## src/rtl/mem_port_arbiter.sv

```systemverilog
// Arbiter and sequencer for the single-port memory shared by instruction fetch
// and data access; grants one requester at a time and returns a one-cycle ack.
module mem_port_arbiter #(
  parameter int unsigned AW  = 32,
  parameter int unsigned DW  = 32,
  parameter int unsigned LAT = 2
) (
  input  logic          clk,
  input  logic          rst,
  input  logic          if_req,
  input  logic [AW-1:0] if_addr,
  input  logic          if_flush,
  output logic          if_ack,
  output logic [DW-1:0] if_rdata,
  input  logic          d_req,
  input  logic          d_we,
  input  logic [AW-1:0] d_addr,
  input  logic [DW-1:0] d_wdata,
  output logic          d_ack,
  output logic [DW-1:0] d_rdata,
  output logic          mem_en,
  output logic          mem_we,
  output logic [AW-1:0] mem_addr,
  output logic [DW-1:0] mem_wdata,
  input  logic [DW-1:0] mem_rdata,
  output logic          sel,
  output logic          busy
);

  localparam int unsigned CW = 4;
  localparam logic [CW-1:0] CNT_LAT = CW'(LAT);

  typedef enum logic [1:0] {
    ST_IDLE  = 2'd0,
    ST_ISSUE = 2'd1,
    ST_WAIT  = 2'd2
  } state_t;

  state_t        state;
  state_t        state_nxt;
  logic [CW-1:0] cnt;
  logic [CW-1:0] cnt_nxt;
  logic          drop;
  logic          drop_nxt;
  logic          grant_d;
  logic          grant_i;
  logic          last_beat;

  logic          if_ack_nxt;
  logic [DW-1:0] if_rdata_nxt;
  logic          d_ack_nxt;
  logic [DW-1:0] d_rdata_nxt;
  logic          mem_en_nxt;
  logic          mem_we_nxt;
  logic [AW-1:0] mem_addr_nxt;
  logic [DW-1:0] mem_wdata_nxt;
  logic          sel_nxt;
  logic          busy_nxt;

  // MEM outranks IF; a requester being acked this cycle is not re-granted
  assign grant_d   = (state == ST_IDLE) && d_req && !d_ack;
  assign grant_i   = (state == ST_IDLE) && !grant_d && if_req && !if_flush && !if_ack;
  assign last_beat = (state == ST_WAIT) && (cnt == CW'(1));

  // State register
  always_ff @(posedge clk or posedge rst) begin
    if (rst) begin
      state <= ST_IDLE;
    end else begin
      state <= state_nxt;
    end
  end

  // Next-state logic
  always_comb begin
    state_nxt = state;
    case (state)
      ST_IDLE:  if (grant_d || grant_i) state_nxt = ST_ISSUE;
      ST_ISSUE: state_nxt = ST_WAIT;
      ST_WAIT:  if (last_beat) state_nxt = ST_IDLE;
      default:  state_nxt = ST_IDLE;
    endcase
  end

  // Next values of the registered outputs and internal counters
  always_comb begin
    if_ack_nxt    = 1'b0;
    d_ack_nxt     = 1'b0;
    mem_en_nxt    = 1'b0;
    if_rdata_nxt  = if_rdata;
    d_rdata_nxt   = d_rdata;
    mem_we_nxt    = mem_we;
    mem_addr_nxt  = mem_addr;
    mem_wdata_nxt = mem_wdata;
    sel_nxt       = sel;
    cnt_nxt       = cnt;
    drop_nxt      = drop;
    busy_nxt      = (state_nxt != ST_IDLE);
    case (state)
      ST_IDLE: begin
        drop_nxt = 1'b0;
        if (grant_d) begin
          sel_nxt       = 1'b1;
          mem_en_nxt    = 1'b1;
          mem_we_nxt    = d_we;
          mem_addr_nxt  = d_addr;
          mem_wdata_nxt = d_wdata;
        end else if (grant_i) begin
          sel_nxt      = 1'b0;
          mem_en_nxt   = 1'b1;
          mem_we_nxt   = 1'b0;
          mem_addr_nxt = if_addr;
        end
      end
      ST_ISSUE: begin
        cnt_nxt = CNT_LAT;
        if (!sel && if_flush) drop_nxt = 1'b1;
      end
      ST_WAIT: begin
        cnt_nxt = cnt - CW'(1);
        if (!sel && if_flush) drop_nxt = 1'b1;
        if (last_beat) begin
          drop_nxt = 1'b0;
          if (sel) begin
            d_ack_nxt = 1'b1;
            if (!mem_we) d_rdata_nxt = mem_rdata;
          end else if (!drop && !if_flush) begin
            // a redirect seen at any point of the fetch discards its data
            if_ack_nxt   = 1'b1;
            if_rdata_nxt = mem_rdata;
          end
        end
      end
      default: begin
        cnt_nxt  = '0;
        drop_nxt = 1'b0;
      end
    endcase
  end

  // Output and datapath registers
  always_ff @(posedge clk or posedge rst) begin
    if (rst) begin
      if_ack    <= 1'b0;
      if_rdata  <= '0;
      d_ack     <= 1'b0;
      d_rdata   <= '0;
      mem_en    <= 1'b0;
      mem_we    <= 1'b0;
      mem_addr  <= '0;
      mem_wdata <= '0;
      sel       <= 1'b0;
      busy      <= 1'b0;
      cnt       <= '0;
      drop      <= 1'b0;
    end else begin
      if_ack    <= if_ack_nxt;
      if_rdata  <= if_rdata_nxt;
      d_ack     <= d_ack_nxt;
      d_rdata   <= d_rdata_nxt;
      mem_en    <= mem_en_nxt;
      mem_we    <= mem_we_nxt;
      mem_addr  <= mem_addr_nxt;
      mem_wdata <= mem_wdata_nxt;
      sel       <= sel_nxt;
      busy      <= busy_nxt;
      cnt       <= cnt_nxt;
      drop      <= drop_nxt;
    end
  end

endmodule
```

## config.mk

```make
export PLATFORM = sky130hd
export DESIGN_NAME = mem_port_arbiter
export DESIGN_NICKNAME = d
export VERILOG_FILES = /design/src/rtl/mem_port_arbiter.sv
export SDC_FILE = /design/constraint.sdc
export NUM_CORES = 1
export LEC_CHECK = 0
export ABC_AREA = 1
export BUFFER_PORTS_ARGS = -buffer_cell sky130_fd_sc_hd__buf_2
export CAP_MARGIN = 20
export CORE_MARGIN = 10
export CORE_UTILIZATION = 51
export CTS_CLUSTER_SIZE = 25
export DETAILED_ROUTE_END_ITERATION = 10
export GPL_ROUTABILITY_DRIVEN = 1
export PLACE_DENSITY = 0.95
export SLEW_MARGIN = 15
export SYNTH_ARGS = -nofsm -noshare
export SYNTH_HDL_FRONTEND = slang
export SYNTH_SLANG_ARGS = --single-unit
```

## constraint.sdc

```tcl
create_clock -name clk -period 6.4 [get_ports clk]
set_clock_uncertainty 0.15 [all_clocks]
set_input_delay 0.64 -clock clk [delete_from_list [all_inputs] [get_ports clk]]
set_output_delay 0.64 -clock clk [all_outputs]
set_load 0.02 [all_outputs]
```

==> impl_metrics.toml, run 1 <==
[power]
power.density_nw_per_um2 = 514.3
combPwrFrac = 0.406
pwr-share-seq = 0.351
clkPwrFrac = 0.242
p_switching_mw = 1.650
ir_drop_mv = 0.3526
swShare = 0.4026
intPower_mw = 2.449
leakagePower_nw = 4.487

[cts]
cts_tree = "done"
post_cts_buffers = 0
clk_pin_slew_ns = 0.06
cts.repair.resized = 0
clkLatencyLatePin_ns = 0.41
hold_buffers = 0
ctsHtreeMaxLevel = 4
clk_path_buf_depth = 2
root_buffer = "clkbuf_16"
cts.sinks = 141
cts_made_buffers = 17

[global_route]
antenna_found_initial = 1
track_usage = 0.2254
grt_max_degree = 98
grt_pass1_wl_mm = 29.13
grt_overflow_total = 0
grt_pass1_vias = 5572

[route]
dr.pass1.iters = 4
viasPerCell = 5.141
drtAntennaViolNets = 0
drc = 0
drt_wl_total_mm = 18.76
wire_per_inst_um = 18.02
vias = 5352
drt_iter0_markers = 320

[synth]
syn_nets = 765
synth_area_leaders = "dfrtp_1 (59%), nand2_1 (15%), mux2_2 (6.1%)"
synth_cell_types = 21
synth_edf_count = 0
syn_avg_cell_area_um2 = 9.493
synth_cells = 625
yosys_warnings = 0
synthArstFlopShare = 1.000
ys_seq_area_frac = 0.5947
synth_seq_cells = 141
synthFlopType = "dfrtp_1"
synth_top_area_frac = 0.5947
synth_area_um2 = 5933
yosys.area.top_type = "dfrtp_1"

[timing]
hold_slack_ns = 0.1280
slew_violations = 0
slew-limit-headroom = 0.3390
fmax_ghz = 0.3808
hold_violations = 0
rsz0062_at_grt = "false"
setup_violations = 0
fin_crit_ns = 2.626
period_share = 0.4104
worst_pin_slew_ns = 0.9915
fin_tns_setup_ns = 0

[final_layout]
layout-drive-gt1-share = 0.3820
areaGrowthSynthToFinish_pct = 34.33
nets = 1025
num_antenna_cells = 0

[worst_setup_path]
critical_path.cell_chain = "inv_1, ha_1, inv_2, nor2_4, nand2_4, nand2_2, inv_2, nand2_1, nand2_1"
worst-path-max-fanout = 36
cp_num_buf_inv = 3
crit_arrival_ns = 2.75
worstPathRequired_ns = 6.53
crit_type = "reg -> reg"
worst_setup_path_start_kind = "register"
worstSetupEndpointType = "register"
crit_family = "simple AND/OR/NAND/NOR gates"
slowest_stage = "nand2_2"
critPathMaxStageDelay_ns = 0.54

[die]
coreArea_um2 = 11420
die_width_um = 127.9
die_area_um2 = 16350
io-pin-count = 268
num_rows = 39
dieHeight_um = 127.9
initial_core_util = 0.5196

[outcome]
status = "completed"

[placed_design]
numPortBuffers = 267
place_congestion = 0.8401
hpwl_mm = 13.66

[min_path]
min_path_type = "in -> async"

[job]
maxCapViolCount = 0
==> synthesized netlist by cell type, types with 3 or more instances <==
| cell type | n |
|---|---|
| nand4_1 | 3 |
| dfrtp_1 | 141 |
| buf_4 | 3 |
| mux2_2 | 32 |
| nor2_1 | 6 |
| o21ai_0 | 39 |
| nand3_1 | 36 |
| inv_1 | 45 |
| nand2_2 | 3 |
| inv_2 | 3 |
| buf_2 | 15 |
| clkbuf_1 | 14 |
| a21oi_1 | 3 |
| nand2_1 | 237 |
| ha_1 | 6 |
| o211ai_1 | 32 |
==> through the flow <==
step           instance area (µm²)  power, mW  setup WS [ns]  std cells    util
2_1_floorplan                 5933      2.494          1.829        625       -
3_3_place_gp                  7331      3.038          3.881       1007  0.6420
3_5_place_dp                  7331      3.112          3.800       1007  0.6420
4_1_cts                       7928      4.127          3.765       1039  0.6943
5_1_grt                       7970      4.348          3.582       1041  0.6980
6_report                      7970      4.099          3.774       1041  0.6980
==> cell families after synthesis <==
kind of cell / count (synthesis) / share of synthesized area
fa+ha+maj: 6 / 0.01265
simple gates: 288 / 0.1944
mux: 32 / 0.06073
compound gates: 74 / 0.07592
buf+inv: 83 / 0.06010
xor+xnor: 1 / 0.001476
flops: 141 / 0.5947
==> state kept, by name, indices dropped and copies added, names as in the netlist <==
| register | count |
|---|---|
| d_rdata | 32 |
| mem_en | 1 |
| cnt | 4 |
| if_rdata | 32 |
| sel | 1 |
| mem_addr | 32 |
| drop | 1 |
| if_ack | 1 |
| mem_we | 1 |
| state | 2 |
| d_ack | 1 |
| busy | 1 |
| mem_wdata | 32 |
==> power by group through the flow <==
stage          logic [mW]  registers, mW  clock network [mW]
2_1_floorplan       0.641           1.85                   0
3_3_place_gp         1.62           1.42                   0
3_5_place_dp         1.67           1.44                   0
4_1_cts              1.68           1.44                1.01
5_1_grt              1.82           1.48                1.05
6_report             1.67           1.44               0.993
==> worst paths after layout <==
path	start	to	slack, ns	depth (start not counted)
max	state[0]$_DFF_PP0_	mem_addr[1]$_DFFE_PP0P_	3.77	9
max reg2reg	state[0]$_DFF_PP0_	mem_addr[1]$_DFFE_PP0P_	3.77	9
max in group asynchronous	rst	mem_addr[22]$_DFFE_PP0P_	4.90	4
min in group clk	mem_rdata[24]	if_rdata[24]$_DFFE_PP0P_	0.30	3
min	rst	d_rdata[24]$_DFFE_PP0P_	0.13	2
min reg2reg	d_rdata[24]$_DFFE_PP0P_	d_rdata[24]$_DFFE_PP0P_	0.32	2
==> cell type report <==
class                           instances  area, µm²
Inverter                               49      188.9
Multi-Input combinational cell        401       2053
Timing Repair Buffer                  275       1424
Sequential cell                       141       3528
Clock inverter                          6      107.6
Tap cell                              143      178.9
Clock buffer                           26      489.2
Fill cell                             830       3448
==> cell usage in the layout (no fill, tap or decap), types with 2 or more instances in the layout <==
cell and n:
nor2_1 6, inv_1 44, nor2_2 2, clkbuf_8 3
nand4_1 3, bufinv_16 3, mux2_2 32, clkbuf_1 6
clkbuf_16 17, clkinv_2 2, buf_2 267, nand3_1 36
a21oi_1 3, dfrtp_1 141, nand2_1 237, ha_1 6
buf_4 6, o21ai_0 39, nand2_2 2, o211ai_1 32
inv_2 3
==> routing by layer <==
| layer | track usage | wire length, µm | up-vias |
|---|---|---|---|
| met4 | 0.08543 | 352 | 2 |
| met1 | 0.2385 | 6883 | 2547 |
| met5 | 0 | 13 | - |
| met2 | 0.3794 | 9290 | 253 |
| met3 | 0.1100 | 2222 | 24 |
| li1 | - | - | 2526 |
Power figures use the tool's default switching activity.
==> inputs of run 2 (changes only) <==
--- a/config.mk
+++ b/config.mk
@@ -9,11 +9,11 @@
 export BUFFER_PORTS_ARGS = -buffer_cell sky130_fd_sc_hd__buf_2
 export CAP_MARGIN = 20
 export CORE_MARGIN = 10
-export CORE_UTILIZATION = 51
+export CORE_UTILIZATION = 43
 export CTS_CLUSTER_SIZE = 25
 export DETAILED_ROUTE_END_ITERATION = 10
 export GPL_ROUTABILITY_DRIVEN = 1
-export PLACE_DENSITY = 0.95
+export PLACE_DENSITY = 0.86
 export SLEW_MARGIN = 15
 export SYNTH_ARGS = -nofsm -noshare
 export SYNTH_HDL_FRONTEND = slang
==> constraint.sdc (replaced) <==
create_clock -name clk -period 2.4 [get_ports clk]
set_clock_uncertainty 0.15 [all_clocks]
set_input_delay 0.24 -clock clk [delete_from_list [all_inputs] [get_ports clk]]
set_output_delay 0.24 -clock clk [all_outputs]
set_load 0.02 [all_outputs]
==> run 2 against run 1 <==
Hold slack worse by 0.10 ns. Power rose to 2.8 times the previous value. Die area up 16%. Core utilization down 1.6 points. Sequential share of layout area down 5.7 points. Largest cell class unchanged. Critical path depth unchanged. Cell area up 15%. Via count up 14%. Sequential power rose to 2.7 times the previous value.
==> impl_metrics.toml, run 2 (synthesized netlist as in run 1, its figures left out) <==
[placed_design]
dp_cells = 1046
place_congestion = 0.8811
hpwl_mm = 14.09
pre_cts_ws_ns = 0.2812
numPortBuffers = 267

[route]
drtAntennaViolNets = 0
drt_iter0_markers = 460
vias = 6115
wire_per_inst_um = 19.65
drc = 0
viasPerCell = 5.169
drt_wl_total_mm = 23.25
dr.pass1.iters = 6

[worst_setup_path]
worstSetupEndpointType = "register"
r2r_setup_slack_ns = 0.18
worstReg2RegStart = "state[0]$_DFF_PP0_"
worst_r2r_path_depth = 9
crit_path_end = "mem_addr[13]$_DFFE_PP0P_"
crit_type = "reg -> reg"
worstPathRequired_ns = 2.59
r2r-end = "mem_addr[13]$_DFFE_PP0P_"
crit_arrival_ns = 2.41
worst_setup_path_start_kind = "register"
startpoint = "state[0]$_DFF_PP0_"
worst-path-max-fanout = 35

[global_route]
track_usage = 0.2437
antenna_found_initial = 1
grt_pass1_wl_mm = 35.87
grt_pass1_vias = 6479
grt_overflow_total = 0
grt_max_degree = 142

[final_layout]
areaGrowthSynthToFinish_pct = 54.05
nets = 1134
final_cell_count_no_fill = 1183
final_common_cell = "buf_2"
layout_common_cells = "buf_2 (267), nand2_1 (237), dfrtp_1 (141), dlygate4sd3_1 (105), inv_1 (44)"
layout-drive-gt1-share = 0.3489

[timing]
rsz0062_at_grt = "false"
worst_pin_slew_ns = 0.7643
fin_tns_setup_ns = 0
hold_violations = 0
setup_ws_ns = 0.1780
fmax_ghz = 0.4500
fin_crit_ns = 2.222
slew-limit-headroom = 0.4905
setup_violations = 0
slew_violations = 0
period_share = 0.9258

[die]
num_rows = 42
coreArea_um2 = 13400
io-pin-count = 268
dieHeight_um = 137.5
die_width_um = 137.5
die_area_um2 = 18900
initial_core_util = 0.4428

[cts]
ctsHtreeMaxLevel = 4
cts_made_buffers = 17
clkLatencyLatePin_ns = 0.41
root_buffer = "clkbuf_16"
clk_pin_slew_ns = 0.06
cts_tree = "done"
cts.sinks = 141
cts.repair.resized = 0
clk_path_buf_depth = 2

[power]
power.density_nw_per_um2 = 1257
ir_drop_mv = 0.5743
leakagePower_nw = 4.955

[outcome]
status = "completed"

[job]
maxCapViolCount = 0

[min_path]
min_path_type = "in -> reg"
[run 2: cell type report]
type	instances	area, µm²
Fill cell	905	4260
Sequential cell	141	3528
Timing Repair Buffer	384	2515
Multi-Input combinational cell	401	2053
Clock buffer	21	470.5
Tap cell	176	220.2
Inverter	49	187.7
Clock inverter	10	162.7
Antenna cell	1	2.502
[run 2: metrics by stage]
step,utilization,power [mW],area (µm²),hold WS (ns)
finish,0.6821,11.49,9140,0.02357
global route,0.6821,12.08,9140,0.03526
CTS,0.6819,11.35,9138,0.0001255
detailed placement,0.5562,8.365,7453,0.3110
global placement,0.5562,8.182,7453,0.3059
floorplan,-,6.652,5937,0.2068
[run 2: repair_timing]
action | in CTS | in global routing
buffers inserted | 0 | 0
hold endpoints to repair | 271 | 0
setup endpoints to repair | 0 | 0
hold buffers | 105 | 0
[run 2: report_power, final]
part | internal (mW) | switching (mW) | leakage [nW]
Sequential | 3.33 | 0.575 | 1.69
Clock | 1.82 | 1.00 | 0.305
Combinational | 1.63 | 3.14 | 2.96
Total | 6.78 | 4.71 | 4.96
[run 2: worst min path at each step]
stage | start | end | slack, ns | depth (start not counted)
2_1_floorplan | mem_rdata[26] | if_rdata[26]$_DFFE_PP0P_ | 0.21 | 2
3_3_place_gp | mem_rdata[15] | if_rdata[15]$_DFFE_PP0P_ | 0.31 | 3
3_5_place_dp | d_rdata[23]$_DFFE_PP0P_ | d_rdata[23]$_DFFE_PP0P_ | 0.31 | 2
4_1_cts | if_addr[12] | mem_addr[12]$_DFFE_PP0P_ | 0.0001 | 5
5_1_grt | if_addr[17] | mem_addr[17]$_DFFE_PP0P_ | 0.04 | 5
6_report | if_addr[8] | mem_addr[8]$_DFFE_PP0P_ | 0.02 | 5
[run 2: worst max-delay path: stages (launching register included)]
cell and delay [ns]:
dfrtp_1 0.41, inv_1 0.12, ha_1 0.25, inv_2 0.10, nor2_4 0.12, nand2_4 0.16, nand2_2 0.13, buf_4 0.37
o211ai_1 0.20, nand2_1 0.14
[run 2: layer usage]
metal	routed length, µm	global-route usage	vias to the layer above
met5	0	0	-
met4	799	0.1077	0
met3	3104	0.09687	62
met2	11280	0.4061	442
met1	8061	0.2696	2861
li1	-	-	2750
